--- config.mk ---
export PLATFORM = sky130hd
export DESIGN_NAME = carry_skip_adder
export DESIGN_NICKNAME = d
export VERILOG_FILES = /design/src/rtl/carry_skip_adder.sv
export SDC_FILE = /design/constraint.sdc
export NUM_CORES = 1
export LEC_CHECK = 0
export ABC_CLOCK_PERIOD_IN_PS = 7500
export BUFFER_PORTS_ARGS = -buffer_cell sky130_fd_sc_hd__buf_2
export CORE_MARGIN = 2
export CORE_UTILIZATION = 23
export DETAILED_ROUTE_END_ITERATION = 10
export PLACE_DENSITY_LB_ADDON = 0.3
export SYNTH_ARGS = -nofsm -noshare
export SYNTH_HDL_FRONTEND = slang
export SYNTH_SLANG_ARGS = --single-unit
--- constraint.sdc ---
create_clock -name clk -period 7.5 [get_ports clk]
set_clock_uncertainty 0.2 [all_clocks]
set_input_delay 0 -clock clk [delete_from_list [all_inputs] [get_ports clk]]
set_output_delay 0 -clock clk [all_outputs]
set_load 0.1 [all_outputs]
--- src/rtl/carry_skip_adder.sv ---
// Carry-skip adder: BLOCK-bit ripple groups with a per-group bypass mux
// on the inter-group carry, followed by registered sum and carry-out.
module carry_skip_adder #(
  parameter int WIDTH = 16,
  parameter int BLOCK = 4
) (
  input  logic             clk,
  input  logic             rst_n,
  input  logic [WIDTH-1:0] a,
  input  logic [WIDTH-1:0] b,
  output logic [WIDTH-1:0] sum,
  output logic             cout
);

  localparam int NG = WIDTH / BLOCK;

  logic [WIDTH-1:0] p;
  logic [WIDTH-1:0] g;
  logic [WIDTH-1:0] sum_d;
  logic [WIDTH-1:0] sum_q;
  logic [NG:0]      gc;
  logic             rc;
  logic             cout_d;
  logic             cout_q;

  assign p = a ^ b;
  assign g = a & b;

  // Sum bits always use the ripple chain; only gc[k+1] takes the bypass.
  always_comb begin
    gc    = '0;
    sum_d = '0;
    rc    = 1'b0;
    for (int k = 0; k < NG; k++) begin
      rc = gc[k];
      for (int j = 0; j < BLOCK; j++) begin
        sum_d[k*BLOCK+j] = p[k*BLOCK+j] ^ rc;
        rc = g[k*BLOCK+j] | (p[k*BLOCK+j] & rc);
      end
      gc[k+1] = (&p[k*BLOCK +: BLOCK]) ? gc[k] : rc;
    end
  end

  assign cout_d = gc[NG];

  always_ff @(posedge clk) begin
    if (!rst_n) begin
      sum_q  <= '0;
      cout_q <= 1'b0;
    end else begin
      sum_q  <= sum_d;
      cout_q <= cout_d;
    end
  end

  assign sum  = sum_q;
  assign cout = cout_q;

endmodule

==> results.json <==
{
  "status": "finished clean",
  "fin_util_pct": 39.9,
  "row_count": 24,
  "hpwlAfterDp_um": 1930,
  "gp_routability_congestion": 0.729,
  "vias_per_cell": 3.92,
  "synth_area_um2": 1060,
  "dieArea_um2": 5170,
  "synth_warnings": 0,
  "finalCritPeriodShare_pct": 95.7,
  "grt_pass1_wl_um": 4280,
  "tns_ns": 0,
  "critPathMaxFanout": 3,
  "synth_top_area_share_pct": 32.1,
  "antenna_cells": 0,
  "maxSlewHeadroom_pct": 67.3,
  "boundaryPins": 51,
  "required_ns": 7.49,
  "hp-class": "in2reg",
  "wl_per_cell_um": 11.4,
  "wl_um": 2510,
  "drt_iter0_drc": 18,
  "min_period_ns": 7.18,
  "tightest_slew_ns": 0.493,
  "synth_commonest_cells": "17 x dfxtp_1, 16 x and2_1, 16 x ha_1, 15 x fa_1, 3 x inv_1",
  "grt.overflow.total": 0,
  "via_count": 863,
  "synthFlopType": "dfxtp_1",
  "ys_types": 17,
  "synth-edff-count": 0,
  "die_w_um": 71.9,
  "setup_viol": 0,
  "start_util_pct": 24.0,
  "hold_violations": 0,
  "ys_seq_area_share_pct": 32.1,
  "drive_gt1_share_pct": 38.1,
  "p_leak_nw": 0.841,
  "clk_pin_slew_ns": 0.07,
  "grt_usage_pct": 10.5,
  "synth_nets": 147,
  "fmax_ghz": 0.139,
  "cp_data_arrival_time_ns": 7.17,
  "synth_most_common_cell": "dfxtp_1",
  "drv_slew": 0,
  "final_antenna_net_count": 0,
  "start_kind": "primary input",
  "maxCapViolations": 0,
  "port_buffers": 50,
  "rsz0062_at_grt": "false",
  "htree_num_levels": 1,
  "cts.sinks": 17,
  "cts-root-buf": "clkbuf_8",
  "yosysTopAreaCell": "dfxtp_1",
  "core_um2": 4410,
  "drcViolationCount": 0,
  "worst_setup_path_end_kind": "flop",
  "power_density_nw_per_um2": 201,
  "cts_max_path_buffers": 2,
  "cts_buffers": 3,
  "async_flop_share_pct": 0,
  "synth.area.top_cells": "dfxtp_1 32%, fa_1 28%, ha_1 19%, and2_1 9.4%, and4_4 2.1%",
  "syn_inst": 82,
  "ys_ff_latch": 17,
  "grt_max_degree": 18,
  "nNetsFinal": 234,
  "cts_tree": "built",
  "syn_avg_cell_area_um2": 12.9,
  "area_delta_synth_final_pct": 66.2,
  "worst_ir_drop_vdd_mv": 0.0840,
  "grt_pass1_vias": 974,
  "dr.pass1.iters": 4,
  "path_class": "in2reg",
  "antenna_found_initial": 0,
  "die-height_um": 71.9
}
==> final timing paths <==
check | start | end | depth (start not counted)
setup / recovery | b[0] | sum[15] | 25
hold / removal | a[15] | sum[15] | 4
==> cell type report <==
type	instances	area (um2)
Clock buffer	3	41.3
Clock inverter	1	5.00
Fill cell	450	2650
Inverter	3	11.3
Multi-Input combinational cell	61	719
Sequential cell	17	340
Tap cell	52	65.1
Timing Repair Buffer	83	581
==> cell usage in the layout, fill, tap and decap left out <==
cell type / n
buf_2: 50
dlygate4sd3_1: 33
and4_1: 1
and4_4: 2
dfxtp_1: 17
nor2b_1: 1
and2_1: 16
nand3_2: 1
o21ai_0: 1
ha_1: 16
inv_1: 3
nor2_1: 2
o21a_1: 1
fa_2: 6
fa_1: 9
nand4_1: 1
nand2_1: 1
nand2b_4: 1
clkbuf_8: 3
clkinv_2: 1
a31oi_1: 2
==> worst max-delay path, stage by stage <==
cell and delay [ns]:
dlygate4sd3_1 0.53, buf_2 0.13, ha_1 0.19, fa_1 0.40, fa_1 0.40, fa_2 0.37
and2_1 0.16, fa_1 0.37, fa_1 0.38, fa_1 0.39, fa_2 0.36, nand2b_4 0.08
nand2_1 0.06, fa_1 0.39, fa_2 0.36, fa_2 0.35, fa_2 0.35, nor2_1 0.12
a31oi_1 0.07, fa_2 0.36, fa_1 0.38, fa_1 0.36, inv_1 0.07, fa_1 0.41
nor2b_1 0.11
==> cell families after synthesis <==
logic type | after synthesis | share of synthesized area, %
flip-flops | 17 | 32.1
buffers and inverters | 4 | 1.53
AO/OA/AOI/OAI | 4 | 2.36
AND/OR/NAND/NOR | 26 | 16.9
adder cells (fa/ha/maj) | 31 | 47.2
==> metal layers <==
metal  share of wire [%]  wire [um]  vias up  track usage, %
met2                  54       1350       29            19.7
met3                 6.5        162        2            1.81
met5                   0          0        -               0
met1                  39        980      403            12.3
li1                    -          -      429               -
met4                0.84         21        0            3.14
==> sequential cells by signal (all words and copies together), names as in the netlist <==
register / count
sum: 16
cout: 1
==> report_power, final <==
part	leakage (nW)	switching, mW	internal, mW	total [mW]
Combinational	0.674	0.120	0.0596	0.180
Clock	0.0255	0.0322	0.0368	0.0690
Sequential	0.142	0.00252	0.102	0.105
Total	0.841	0.155	0.198	0.354
==> through the flow <==
stage	instances	power [mW]	hold WS [ns]	setup slack, ns	cell area [um2]
3_5_place_dp	183	0.258	0.157	0.311	1370
6_report	220	0.354	0.00322	0.321	1760
4_1_cts	220	0.356	0.00227	0.0464	1750
5_1_grt	220	0.377	0.0309	0.0596	1760
3_3_place_gp	183	0.255	0.158	0.441	1370
2_1_floorplan	82	0.222	-0.0783	0.736	1060
==> repair_timing <==
| item | 4_1_cts | 5_1_grt |
|---|---|---|
| setup buffers | 0 | 0 |
| endpoints found under the hold margin | 17 | 0 |
| hold buffers | 33 | 0 |
| setup endpoints to repair | 0 | 3 |
| resized for setup | 0 | 6 |
Note: power is estimated with default switching activity, not from simulation.
